File: src/rtl/monolith_job_sequencer_if.sv
// Job request / result bundle between the host stream logic and the Monolith
// job sequencer.
//   s_valid, s_ready, s_in1, s_in2, s_mode : job request (host -> sequencer)
//   m_valid, m_ready, m_data, m_err        : result      (sequencer -> host)
// Modport master is the host side; modport slave is the sequencer side.
interface monolith_job_sequencer_if;
   localparam int unsigned DATA_W = 31;

   logic              s_valid;
   logic              s_ready;
   logic [DATA_W-1:0] s_in1;
   logic [DATA_W-1:0] s_in2;
   logic              s_mode;
   logic              m_valid;
   logic              m_ready;
   logic [DATA_W-1:0] m_data;
   logic              m_err;

   modport master (
      output s_valid, s_in1, s_in2, s_mode, m_ready,
      input  s_ready, m_valid, m_data, m_err
   );

   modport slave (
      input  s_valid, s_in1, s_in2, s_mode, m_ready,
      output s_ready, m_valid, m_data, m_err
   );
endinterface

File: src/rtl/monolith_job_sequencer.sv
// Front end for the Monolith hash engine. Takes one hash/compress job at a
// time, canonicalises operands modulo 2^31-1, sequences the engine through a
// one-cycle load (go low) followed by a run (go high), and returns the digest.
//
// Ports:
//   clk, reset_n        clock (rising edge), asynchronous active-low reset
//   job (slave)         request s_valid/s_ready/s_in1/s_in2/s_mode and
//                       result m_valid/m_ready/m_data/m_err
//   eng_in1, eng_in2    engine operands, stable from load through result
//   eng_mode            engine hash(0)/compress(1) select
//   eng_go              engine go; low holds the engine in reset
//   eng_out, eng_valid  engine digest and its valid strobe
//
// Build option: define MONOLITH_SEQ_WDT_EN to abort a run after
// TIMEOUT_CYCLES run cycles with m_err=1 and m_data=0. Without it the run
// waits indefinitely and m_err stays 0.
module monolith_job_sequencer #(
   parameter int unsigned TIMEOUT_CYCLES = 255
) (
   input  logic                    clk,
   input  logic                    reset_n,
   monolith_job_sequencer_if.slave job,
   output logic [30:0]             eng_in1,
   output logic [30:0]             eng_in2,
   output logic                    eng_mode,
   output logic                    eng_go,
   input  logic [30:0]             eng_out,
   input  logic                    eng_valid
);
   localparam int unsigned DATA_W = 31;
   localparam logic [DATA_W-1:0] P_MOD = {DATA_W{1'b1}};

   // Elaboration-time range check on the watchdog limit.
   if (TIMEOUT_CYCLES == 0 || TIMEOUT_CYCLES > 65535) begin : g_timeout_range
      $error("TIMEOUT_CYCLES must be in 1..65535");
   end

   typedef enum logic [1:0] {
      IDLE = 2'd0,
      LOAD = 2'd1,
      RUN  = 2'd2,
      DONE = 2'd3
   } state_e;

   state_e              state_q,   state_d;
   logic                s_ready_q, s_ready_d;
   logic                m_valid_q, m_valid_d;
   logic [DATA_W-1:0]   m_data_q,  m_data_d;
   logic                m_err_q,   m_err_d;
   logic [DATA_W-1:0]   in1_q,     in1_d;
   logic [DATA_W-1:0]   in2_q,     in2_d;
   logic                mode_q,    mode_d;
   logic                go_q,      go_d;

`ifdef MONOLITH_SEQ_WDT_EN
   localparam int unsigned CNT_W = 16;
   localparam logic [CNT_W-1:0] CNT_LAST = CNT_W'(TIMEOUT_CYCLES - 1);
   logic [CNT_W-1:0]    cnt_q,     cnt_d;
`endif

   // p itself is congruent to zero; every other 31-bit value is already reduced.
   function automatic logic [DATA_W-1:0] canon(input logic [DATA_W-1:0] x);
      return (x == P_MOD) ? '0 : x;
   endfunction

   // Next-state and next-register computation.
   always_comb begin
      state_d  = state_q;
      m_data_d = m_data_q;
      m_err_d  = m_err_q;
      in1_d    = in1_q;
      in2_d    = in2_q;
      mode_d   = mode_q;
`ifdef MONOLITH_SEQ_WDT_EN
      cnt_d    = cnt_q;
`endif

      unique case (state_q)
         IDLE: begin
            if (job.s_valid && s_ready_q) begin
               in1_d   = canon(job.s_in1);
               in2_d   = job.s_mode ? canon(job.s_in2) : '0;
               mode_d  = job.s_mode;
               state_d = LOAD;
            end
         end
         LOAD: begin
`ifdef MONOLITH_SEQ_WDT_EN
            cnt_d   = '0;
`endif
            state_d = RUN;
         end
         RUN: begin
            // A result arriving on the expiry cycle wins over the abort.
            if (eng_valid) begin
               m_data_d = eng_out;
               m_err_d  = 1'b0;
               state_d  = DONE;
            end
`ifdef MONOLITH_SEQ_WDT_EN
            else if (cnt_q == CNT_LAST) begin
               m_data_d = '0;
               m_err_d  = 1'b1;
               state_d  = DONE;
            end else begin
               cnt_d = cnt_q + CNT_W'(1);
            end
`endif
         end
         DONE: begin
            if (job.m_ready) begin
               state_d = IDLE;
            end
         end
         default: state_d = IDLE;
      endcase

      // Handshake and go outputs are decoded from the next state so they are
      // registered alongside it.
      s_ready_d = (state_d == IDLE);
      go_d      = (state_d == RUN);
      m_valid_d = (state_d == DONE);
   end

   // State and output registers.
   always_ff @(posedge clk or negedge reset_n) begin
      if (!reset_n) begin
         state_q   <= IDLE;
         s_ready_q <= 1'b1;
         m_valid_q <= 1'b0;
         m_data_q  <= '0;
         m_err_q   <= 1'b0;
         in1_q     <= '0;
         in2_q     <= '0;
         mode_q    <= 1'b0;
         go_q      <= 1'b0;
      end else begin
         state_q   <= state_d;
         s_ready_q <= s_ready_d;
         m_valid_q <= m_valid_d;
         m_data_q  <= m_data_d;
         m_err_q   <= m_err_d;
         in1_q     <= in1_d;
         in2_q     <= in2_d;
         mode_q    <= mode_d;
         go_q      <= go_d;
      end
   end

`ifdef MONOLITH_SEQ_WDT_EN
   // Run-cycle watchdog counter.
   always_ff @(posedge clk or negedge reset_n) begin
      if (!reset_n) begin
         cnt_q <= '0;
      end else begin
         cnt_q <= cnt_d;
      end
   end
`endif

   assign job.s_ready = s_ready_q;
   assign job.m_valid = m_valid_q;
   assign job.m_data  = m_data_q;
   assign job.m_err   = m_err_q;
   assign eng_in1     = in1_q;
   assign eng_in2     = in2_q;
   assign eng_mode    = mode_q;
   assign eng_go      = go_q;
endmodule
File: src/flat_wrapper.sv
// flat-port wrapper written by rule: the top's interface ports become plain ports
module monolith_job_sequencer_flat 
#(
   parameter int unsigned TIMEOUT_CYCLES = 255
)
  (clk, reset_n, eng_in1, eng_in2, eng_mode, eng_go, eng_out, eng_valid, job_s_valid, job_s_in1, job_s_in2, job_s_mode, job_m_ready, job_s_ready, job_m_valid, job_m_data, job_m_err);
  monolith_job_sequencer_if job_i ();
  input  logic clk;
  input  logic reset_n;
  output logic [30:0] eng_in1;
  output logic [30:0] eng_in2;
  output logic eng_mode;
  output logic eng_go;
  input  logic [30:0] eng_out;
  input  logic eng_valid;
  input wire logic [$bits(job_i.s_valid)-1:0] job_s_valid;
  input wire logic [$bits(job_i.s_in1)-1:0] job_s_in1;
  input wire logic [$bits(job_i.s_in2)-1:0] job_s_in2;
  input wire logic [$bits(job_i.s_mode)-1:0] job_s_mode;
  input wire logic [$bits(job_i.m_ready)-1:0] job_m_ready;
  output wire logic [$bits(job_i.s_ready)-1:0] job_s_ready;
  output wire logic [$bits(job_i.m_valid)-1:0] job_m_valid;
  output wire logic [$bits(job_i.m_data)-1:0] job_m_data;
  output wire logic [$bits(job_i.m_err)-1:0] job_m_err;
  assign job_i.s_valid = job_s_valid;
  assign job_i.s_in1 = job_s_in1;
  assign job_i.s_in2 = job_s_in2;
  assign job_i.s_mode = job_s_mode;
  assign job_i.m_ready = job_m_ready;
  assign job_s_ready = job_i.s_ready;
  assign job_m_valid = job_i.m_valid;
  assign job_m_data = job_i.m_data;
  assign job_m_err = job_i.m_err;
  monolith_job_sequencer #(.TIMEOUT_CYCLES(TIMEOUT_CYCLES)) u_core (.clk(clk), .reset_n(reset_n), .job(job_i), .eng_in1(eng_in1), .eng_in2(eng_in2), .eng_mode(eng_mode), .eng_go(eng_go), .eng_out(eng_out), .eng_valid(eng_valid));
endmodule
File: config.mk
export PLATFORM = sky130hd
export DESIGN_NAME = monolith_job_sequencer_flat
export DESIGN_NICKNAME = d
export VERILOG_FILES = /design/src/rtl/monolith_job_sequencer_if.sv /design/src/rtl/monolith_job_sequencer.sv /design/src/flat_wrapper.sv
export SDC_FILE = /design/constraint.sdc
export NUM_CORES = 1
export LEC_CHECK = 0
export BUFFER_PORTS_ARGS = -buffer_cell sky130_fd_sc_hd__buf_2
export CAP_MARGIN = 20
export CORE_ASPECT_RATIO = 1.25
export CORE_MARGIN = 2
export CORE_UTILIZATION = 42
export DETAILED_ROUTE_END_ITERATION = 12
export GPL_TIMING_DRIVEN = 1
export PLACE_DENSITY = 0.77
export RECOVER_POWER = 25
export SYNTH_ARGS = -nofsm -noshare
export SYNTH_HDL_FRONTEND = slang
export SYNTH_SLANG_ARGS = --single-unit
File: constraint.sdc
create_clock -name clk -period 1.6 [get_ports clk]
set_clock_uncertainty 0.1 [all_clocks]
set_input_delay 0.16 -clock clk [delete_from_list [all_inputs] [get_ports clk]]
set_output_delay 0.16 -clock clk [all_outputs]
set_load 0.005 [all_outputs]
# Word-level counts from Yosys, hierarchy flattened
# Index checks and enable logic that the tools add are counted.
dict set report classes {
  eq_ne 7
  mux 7
  n_reduce_logical 5
}
# operator count
set op_table {}
lappend op_table {{31-bit two-way mux} 3}
lappend op_table {{31-bit equality test (second input constant)} 2}
lappend op_table {{2-bit equality test (second input constant)} 4}
lappend op_table {{2-bit case mux with 4 select lines} 1}
lappend op_table {{2-bit two-way mux} 3}
lappend op_table {{2-bit logical NOT} 2}
lappend op_table {{2-bit AND reduction} 2}
lappend op_table {{2-bit by 1-bit equality test with 1-bit output (second input constant)} 1}
lappend op_table {{1-bit logical AND} 1}
dict set report word_totals {
  reg_bits 99
  input_bits 99
  output_inout_bits 98
  elab_cells 27
}

# Longest topological paths before layout
# Gate-level depths: netlist (run 1).
dict set report depth {
  word_depth 4
  depth_mapped 6
  mapped_depth_nobuf 4
}

# Worst setup path before layout (run 1)
# Ideal clock, no wire load.
dict set report synth_timing {
  kind {input-to-reg}
  from {in job_s_in2[6]}
  to {reg u_core.in2_q[10] (netlist: u_core.eng_in2[10])}
  setup_ps 119
  t_arrival_ps 1441
  t_required_ps 1381
  path_slack_ps -61
  path_stages 5
  path_buffers 1
  path_cell_list {nand4_1 or4_4 nor4_4 buf_6 o21ai_2}
}
dict set report synth_via {
  elab_chain_cells 3
}
# item line_no
set synth_lines {}
lappend synth_lines {{from (decl)} flat_wrapper.sv:18} ;# input wire logic [$bits(job_i.s_in2)-1:0] job_s_in2;
lappend synth_lines {{31-bit equality test} monolith_job_sequencer.sv:63} ;# return (x == P_MOD) ? '0 : x;
lappend synth_lines {{31-bit two-way mux} monolith_job_sequencer.sv:63}
lappend synth_lines {{31-bit two-way mux} monolith_job_sequencer.sv:82} ;# in2_d = job.s_mode ? canon(job.s_in2) : '0;
lappend synth_lines {{to (signal assigned)} monolith_job_sequencer.sv:144} ;# in2_q <= in2_d;
lappend synth_lines {{to (decl)} monolith_job_sequencer.sv:51} ;# logic [DATA_W-1:0] in2_q, in2_d;
# Every way passes these cells.
# A chain may end at the register's enable or synchronous reset.

# Final worst setup path (run 1)
dict set report layout_timing {
  from {in job_s_in2[27]}
  to {reg u_core.in2_q[4] (netlist: u_core.eng_in2[4])}
}
# The elaborated chain is that of the path after synthesis.

==> impl_metrics.tcl, run 1 <==
set metrics [dict create \
    fin_crit_ns 1.586 \
    grt_first_pass_wirelength_mm 19.85 \
    clkSinkCount 99 \
    hold_viol 1 \
    hold_ws_ns -0.005385 \
    grt_pass1_vias 4098 \
    cts_tree "yes" \
    io_buffers 195 \
    row_count 40 \
    top_layer_used "met4" \
    post-dp-hpwl_mm 7.542 \
    vias 3993 \
    vdd_drop_max_mv 0.7258 \
    met1_length_mm 4.876 \
    gp_congestion 0.8435 \
    ys.flop_type "dfrtp_1" \
    drv_slew 0 \
    setup_viol 0 \
    worstSetupPathType "in -> reg" \
    antenna_found_initial 0 \
    dieWidth_um 92.19 \
    grt_usage_pct 23.89 \
    post_route_cells_drive_above_1_share_pct 41.63 \
    startpoint_type "input pin" \
    layout_common_cells "buf_2 (189), dfrtp_1 (98), nand2_1 (96)" \
    ant_nets 0 \
    drt_pass1_iterations 4 \
    clkSlewWorstSetupHoldPaths_ns 0.07 \
    clock.fmax_mhz 630.5 \
    status "complete, but fails checks" \
    slowest_stage "dlygate4sd3_1" \
    yosysWarnings 0 \
    clockRootBuffer "clkbuf_16" \
    synthesis.area_per_instance_um2 10.80 \
    ys_seq_area_share_pct 60.71 \
    critPathArrivalTime_ns 1.71 \
    post-route-period-util_pct 99.12 \
    drc 0 \
    layout_commonest_cell "buf_2" \
    grt_max_degree 100 \
    wirelength_mm 12.70 \
    slew_headroom_pct 41.23 \
    worstMarginPinSlew_ns 0.8815 \
    synth_seq_cells 99 \
    vias_per_cell 5.061 \
    syn_inst 378 \
    cts_buffers 9 \
    dieArea_um2 10530 \
    fill_cells 701 \
    worstSkewPairLatency_ns 0.33 \
    hold_path.class "in -> reg" \
    synthArstFlopShare_pct 100.0 \
    core_area_um2 9559 \
    start_util_pct 42.71 \
    synth_edf_count 0 \
    clk_path_buf_depth 2 \
    crit_path_end_kind "flip-flop" \
    critical-path-max-stage-delay_ns 0.52 \
    powerDensity_nw_per_um2 1515 \
    netlist_area_um2 4083 \
    power_mw 9.794 \
    rsz0062_at_grt "yes" \
    route.met3.wl_um 726 \
    ios 197 \
    diodes 0 \
    crit_required_ns 1.73 \
    maxCapViolCount 0 \
    nets 757 \
    die_h_um 114.2 \
    grt_overflow 0 \
    first_iter_violations 244 \
    finalSetupTns_ns 0 \
    crit_fanout 6 \
    htree_levels 3 \
    area_growth_pct 58.35 \
    wl_per_cell_um 16.10 \
    cp_cell_sequence "dlygate4sd3_1, buf_2, nand4_1, nor4_4, buf_6, buf_4, o21ai_2" \
    violations "hold timing" \
    syn_nets 477 \
    dr_wl_met2_mm 6.689 \
    p_leak_nw 3.201 \
    yosys.cell_types.count 27 \
]
==> layer usage <==
| layer | vias to the layer above | track usage (%) |
|---|---|---|
| met5 | - | 0 |
| met4 | 0 | 10.35 |
| met3 | 36 | 3.950 |
| met2 | 186 | 41.72 |
| met1 | 1915 | 29.31 |
| li1 | 1856 | - |
==> state kept, by name, summed over array words and instances (netlist names) <==
name	cells
u_core.job.m_valid	1
u_core.eng_in1	31
u_core.eng_in2	31
u_core.job.m_data	31
u_core.eng_go	1
u_core.job.s_ready	1
u_core.state_q	2
u_core.eng_mode	1
==> synthesized netlist by cell type, types with 2 or more instances <==
cell type | n | area [um^2]
buf_1 | 9 | 33.78
nand2_1 | 96 | 360.4
o21ai_0 | 42 | 210.2
and3_1 | 2 | 12.51
dfrtp_1 | 98 | 2452
o21ai_2 | 10 | 87.58
nor4_4 | 2 | 42.54
buf_6 | 6 | 67.56
mux2_2 | 31 | 349.1
nand4_1 | 14 | 87.58
nand3_1 | 32 | 160.2
or4_4 | 2 | 22.52
clkbuf_1 | 9 | 33.78
o21ai_1 | 10 | 50.05
nor2_1 | 3 | 11.26
==> cell families after synthesis <==
kind of cell	count (synthesis)	share of synthesized area [%]
other cells	1	0.09185
mux	32	8.795
flops	99	60.71
compound gates	63	8.704
buf+inv	27	3.708
simple gates	156	17.99
==> repair_timing <==
action,in CTS,in global routing
hold buffers,84,1
buffers inserted,0,1
resized for setup,0,18
setup endpoints to repair,0,29
endpoints found under the hold margin,181,1
==> critical path, delay by kind of cell <==
family,cells,cell delay [ns]
AOI/OAI and AO/OA,1,0.07
and+or+nand+nor,2,0.49
buffers and inverters,4,1.00
==> worst paths after layout <==
path | startpoint | endpoint | slack, ns | depth (start not counted)
min reg2reg | u_core.eng_in2[11]$_DFFE_PN0P_ | u_core.eng_in2[11]$_DFFE_PN0P_ | 0.38 | 2
min in group asynchronous | reset_n | u_core.eng_in1[17]$_DFFE_PN0P_ | 0.48 | 3
max | job_s_in2[27] | u_core.eng_in2[4]$_DFFE_PN0P_ | 0.01 | 7
max reg2reg | u_core.state_q[1]$_DFF_PN0_ | u_core.eng_in2[17]$_DFFE_PN0P_ | 0.06 | 5
max in group asynchronous | reset_n | u_core.job.m_data[1]$_DFFE_PN0P_ | 0.34 | 3
min | job_s_in2[30] | u_core.eng_in2[30]$_DFFE_PN0P_ | -0.005 | 3
==> metrics by stage <==
step / worst slack (ns) / cell area (um^2) / hold WS, ns / instances / util, %
finish: 0.01405 / 6465 / -0.005385 / 789 / 67.63
global route: -0.03865 / 6465 / 0.009022 / 789 / 67.63
detailed placement: -0.1965 / 5260 / 0.1579 / 689 / 55.03
global placement: -0.1016 / 5260 / 0.1479 / 689 / 55.03
CTS: 0.02824 / 6415 / 0.0004266 / 789 / 67.11
floorplan: 0.02073 / 4083 / -0.2356 / 378 / -
==> report_power, final <==
part | internal (mW) | total (mW) | switching (mW)
Combinational | 1.76 | 3.30 | 1.53
Clock | 1.30 | 2.22 | 0.921
Sequential | 3.66 | 4.27 | 0.610
==> layout make-up <==
type                    count  area, um^2  area share (%)
flip-flops and latches     99        2479           38.34
repair buffers            295        2044           31.62
multi-input cells         252        1466           22.68
clock buffers              11       252.7           3.909
well taps                 126       157.7           2.439
clock inverters             5       61.31          0.9483
inverters                   1       3.754         0.05806
Power figures use the tool's default switching activity.
==> run 2, diff against run 1 <==
--- a/config.mk
+++ b/config.mk
@@ -12,7 +12,7 @@
 export CORE_UTILIZATION = 42
 export DETAILED_ROUTE_END_ITERATION = 12
 export GPL_TIMING_DRIVEN = 1
-export PLACE_DENSITY = 0.77
+export PLACE_DENSITY = 0.8
 export RECOVER_POWER = 25
 export SYNTH_ARGS = -nofsm -noshare
 export SYNTH_HDL_FRONTEND = slang
==> impl_metrics.tcl, run 2 (synthesis gave the netlist of run 1 again) <==
set metrics [dict create \
    status "complete, but fails checks" \
    violations "hold timing" \
    first_iter_violations 255 \
    start_util_pct 42.71 \
    maxCapViolCount 0 \
    wl_per_cell_um 16.00 \
    powerDensity_nw_per_um2 1488 \
    grt_max_degree 64 \
    clkPwrFrac_pct 21.0 \
    grt_usage_pct 23.86 \
    cp-startpoint "job_s_in1[1]" \
    slowest_stage "dlygate4sd3_1" \
    multi_input_area_um2 1465 \
    grt_overflow 0 \
    worstSetupPathType "in -> reg" \
    cts_tree "yes" \
    layout_common_cells "buf_2 (187), dfrtp_1 (98), nand2_1 (96)" \
    regArea_um2 2479 \
    setup_viol 0 \
    drc 0 \
    critical-path-max-stage-delay_ns 0.53 \
    clock.fmax_mhz 644.3 \
    startpoint_type "input pin" \
    critical_path.top_delay_family "buffers and inverters" \
    gp_congestion 0.8200 \
    diodes 0 \
    crit_fanout 10 \
    wirelength_mm 12.64 \
    crit_path_end_kind "flip-flop" \
    slew_headroom_pct 53.65 \
    fill_cells 709 \
    ios 197 \
    worstSkewPairLatency_ns 0.33 \
    fin_cells 790 \
    vias_per_cell 5.154 \
    hold_viol 1 \
    post_route_cells_drive_above_1_share_pct 41.27 \
    dieArea_um2 10530 \
    antenna_found_initial 0 \
    die_h_um 114.2 \
    nets 758 \
    final_util_pct 67.03 \
    hold_path.class "in -> reg" \
    dieWidth_um 92.19 \
    clockRootBuffer "clkbuf_16" \
    core_area_um2 9559 \
    htree_levels 3 \
    cts_buffers 9 \
    place_inst 692 \
    crit_required_ns 1.71 \
    grt_pass1_vias 4154 \
    grt_first_pass_wirelength_mm 19.80 \
    vias 4072 \
    io_buffers 195 \
    fin_crit_ns 1.552 \
    clkSinkCount 99 \
    seqPwrFrac_pct 44.9 \
    area_growth_pct 56.94 \
    power_mw 9.536 \
    critPathBufInv 4 \
    critPathArrivalTime_ns 1.66 \
    clkSlewWorstSetupHoldPaths_ns 0.06 \
    post-route-period-util_pct 97.00 \
    worstMarginPinSlew_ns 0.6953 \
    rsz0062_at_grt "yes" \
    p_leak_nw 3.176 \
    p_int_mw 6.547 \
    hold_ws_ns -0.002376 \
    row_count 40 \
    ant_nets 0 \
    drv_slew 0 \
    vdd_drop_max_mv 0.7498 \
    p_switching_mw 2.989 \
    combPwrFrac_pct 34.1 \
    cp_cell_sequence "dlygate4sd3_1, buf_2, nand4_1, nor4_4, buf_4, buf_6, o21ai_1" \
    swShare_pct 31.35 \
    drt_pass1_iterations 4 \
    hp-start "job_s_in2[28]" \
    layout_commonest_cell "buf_2" \
    post-dp-hpwl_mm 7.791 \
    r2r_start "u_core.state_q[0]$_DFF_PN0_" \
    clk_path_buf_depth 2 \
]
run 2: cell count changes in the layout (fill, tap and decap cells not counted), sizes merged:
cell         change
buf              +2
bufinv           -1
clkbuf           +6
clkinv           -2
dlygate4sd3      -4
run 2: layer usage:
metal  global-route usage, %  vias up  routed length [um]
li1                        -     1857                   -
met3                   4.674       45                 685
met5                       0        -                   0
met2                   41.76      206                6707
met4                   11.74        0                 506
met1                   28.06     1964                4742
run 2: worst register-to-register path, delay by kind of cell, from the launching register on:
family | cells | cell delay (ns)
simple gates | 3 | 0.52
flops | 1 | 0.42
compound gates | 1 | 0.20
buf+inv | 1 | 0.18
run 2: final cells by class:
type                       count  share of cell area [%]
clock buffer                  14                   4.120
clock inverter                 2                  0.1562
inverter                       1                 0.05858
multi-input combinational    252                   22.87
sequential                    99                   38.68
tap                          126                   2.460
timing repair buffer         296                   31.65
run 2: timing repair:
| item | in CTS | in global routing |
|---|---|---|
| hold endpoints to repair | 127 | 0 |
| setup buffers | 0 | 2 |
| resized for setup | 0 | 25 |
| endpoints found under the setup margin | 0 | 58 |
| hold buffers | 81 | 0 |
run 2: stage by stage:
stage / worst slack, ns / TNS (ns) / area, um^2
floorplan: 0.02073 / 0 / 4083
global placement: -0.09802 / -3.796 / 5295
detailed placement: -0.1845 / -6.290 / 5295
CTS: 0.02807 / 0 / 6380
global route: -0.03549 / -0.3713 / 6407
finish: 0.04800 / 0 / 6407
run 2: final timing paths:
| path | end | slack, ns | cells past startpoint |
|---|---|---|---|
| max in group asynchronous | u_core.eng_in1[25]$_DFFE_PN0P_ | 0.19 | 3 |
| min in group asynchronous | u_core.eng_in1[0]$_DFFE_PN0P_ | 0.35 | 2 |
| hold / removal | u_core.eng_in2[28]$_DFFE_PN0P_ | -0.002 | 3 |
| setup / recovery | u_core.eng_in1[22]$_DFFE_PN0P_ | 0.05 | 7 |
| setup reg to reg | u_core.eng_in2[13]$_DFFE_PN0P_ | 0.11 | 5 |
| hold reg to reg | u_core.eng_in2[0]$_DFFE_PN0P_ | 0.37 | 2 |
run 2: power by group through the flow:
stage | sequential (mW) | clock, mW | combinational [mW]
global placement | 4.22 | 0 | 2.98
floorplan | 4.36 | 0 | 1.23
global route | 4.41 | 2.18 | 3.59
finish | 4.29 | 2.00 | 3.25
CTS | 4.26 | 2.05 | 3.25
detailed placement | 4.29 | 0 | 3.10
==> run 3, diff against run 2 <==
--- a/config.mk
+++ b/config.mk
@@ -14,6 +14,7 @@
 export GPL_TIMING_DRIVEN = 1
 export PLACE_DENSITY = 0.8
 export RECOVER_POWER = 25
+export REMOVE_ABC_BUFFERS = 1
 export SYNTH_ARGS = -nofsm -noshare
 export SYNTH_HDL_FRONTEND = slang
 export SYNTH_SLANG_ARGS = --single-unit
==> impl_metrics.tcl, run 3 (synthesis gave the netlist of run 1 again) <==
set metrics [dict create \
    status "finished, final reports clean" \
    regToRegSetupSlack_ns 0.09 \
    crit_fanout 9 \
    p_leak_nw 3.207 \
    worstSkewPairLatency_ns 0.33 \
    area_growth_pct 58.47 \
    first_iter_violations 225 \
    post-dp-hpwl_mm 7.754 \
    slowest_stage "dlygate4sd3_1" \
    place_inst 690 \
    use_met2_pct 44.02 \
    slew_headroom_pct 49.04 \
    dieWidth_um 92.19 \
    crit_path_end_kind "flip-flop" \
    die_h_um 114.2 \
    rsz0062_at_grt "yes" \
    io_buffers 195 \
    start_util_pct 42.71 \
    layout_common_cells "buf_2 (185), dfrtp_1 (98), nand2_1 (96)" \
    row_count 40 \
    crit_required_ns 1.71 \
    powerDensity_nw_per_um2 1479 \
    hold_path.class "in -> reg" \
    grt_max_degree 55 \
    grt_pass1_vias 4090 \
    post_dp_cell_area_um2 5280 \
    nets 761 \
    use_met1_pct 27.58 \
    wl_per_cell_um 15.94 \
    startpoint_type "input pin" \
    vias 4020 \
    cp_cell_sequence "dlygate4sd3_1, buf_2, and4_1, nand4_1, nor4_4, buf_4, o21ai_0" \
    core_area_um2 9559 \
    post_route_cells_drive_above_1_share_pct 40.33 \
    post-route-period-util_pct 98.17 \
    critPathArrivalTime_ns 1.68 \
    clkSinkCount 99 \
    cts_buffers 9 \
    use_met3_pct 4.674 \
    clockRootBuffer "clkbuf_16" \
    grt_first_pass_wirelength_mm 20.13 \
    clkSlewWorstSetupHoldPaths_ns 0.06 \
    ios 197 \
    vdd_drop_max_mv 0.6725 \
    worstMarginPinSlew_ns 0.7644 \
    hold_viol 0 \
    fin_crit_ns 1.571 \
    drt_pass1_iterations 5 \
    gp_congestion 0.8015 \
    clk_path_buf_depth 2 \
    top_usage_layer "met2" \
    diodes 0 \
    setup_viol 0 \
    dieArea_um2 10530 \
    drc 0 \
    htree_levels 3 \
    wirelength_mm 12.64 \
    ant_nets 0 \
    maxCapViolCount 0 \
    clock.fmax_mhz 636.7 \
    grt_usage_pct 24.44 \
    drv_slew 0 \
    vias_per_cell 5.069 \
    stdcell_area_um2 6470 \
    cts_tree "yes" \
    grt_overflow 0 \
    layout_commonest_cell "buf_2" \
    antenna_found_initial 0 \
    worstSetupPathType "in -> reg" \
    fin_cells 793 \
    critical-path-max-stage-delay_ns 0.52 \
]
==> run 3: cell count changes in the layout (fill, tap and decap cells not counted), sizes merged <==
cell and change:
buf -7, dlymetal6s4s +3, clkbuf +2, dlygate4sd3 +3
clkinvlp +2
==> run 3: where the power goes <==
group | internal (mW) | switching, mW | total [mW] | leakage (nW)
Sequential | 3.67 | 0.640 | 4.31 | 1.25
Clock | 1.13 | 0.889 | 2.02 | 0.135
Combinational | 1.75 | 1.49 | 3.24 | 1.82
==> run 3: layout make-up <==
cell class	count	area [um^2]
Clock buffer	12	256.5
Tap cell	126	157.7
Fill cell	705	3089
Sequential cell	99	2479
Inverter	1	3.754
Multi-Input combinational cell	252	1463
Clock inverter	4	25.02
Timing Repair Buffer	299	2086
==> run 3: worst max-delay path: cells and delay by family <==
family	cells	cell delay (ns)
buffers and inverters	3	0.86
and+or+nand+nor	3	0.56
AOI/OAI and AO/OA	1	0.09
==> run 3: path summary, 6_finish.rpt <==
check                                          startpoint                             end  cells past startpoint
max                                         job_s_in1[26]  u_core.eng_in1[19]$_DFFE_PN0P_                      7
max in group asynchronous                         reset_n  u_core.eng_in2[13]$_DFFE_PN0P_                      3
min reg2reg                u_core.eng_in1[23]$_DFFE_PN0P_  u_core.eng_in1[23]$_DFFE_PN0P_                      2
min                                         job_s_in2[27]  u_core.eng_in2[27]$_DFFE_PN0P_                      3
max reg2reg                   u_core.state_q[0]$_DFF_PN0_  u_core.eng_in2[19]$_DFFE_PN0P_                      6
min in group asynchronous                         reset_n         u_core.eng_go$_DFF_PN0_                      2
==> run 3: timing repair <==
item,in CTS,in global routing
hold endpoints to repair,114,0
endpoints found under the setup margin,0,40
gates resized for setup,0,30
hold buffers,87,0
buffers inserted,0,1
==> run 3: stage by stage <==
step | util, % | power, mW | setup TNS, ns | setup slack, ns | hold slack (ns)
after global placement | 55.24 | 7.192 | -12.14 | -0.2463 | 0.006536
after floorplan | - | 5.562 | -55.91 | -0.7218 | -0.2356
final | 67.68 | 9.568 | 0 | 0.02929 | 0.007311
after CTS | 67.29 | 9.542 | 0 | 0.02232 | 0.007427
after global routing | 67.68 | 10.22 | -0.2986 | -0.03815 | 0.007542
after detailed placement | 55.24 | 7.351 | -13.09 | -0.2759 | 0.01228
==> run 3: per-layer routing <==
metal	part of all wire, %	routed length [um]	up-vias
met3	6.0	755	35
met2	54	6836	188
met1	37	4676	1937
li1	-	-	1860
met5	0	0	-
met4	2.9	372	0
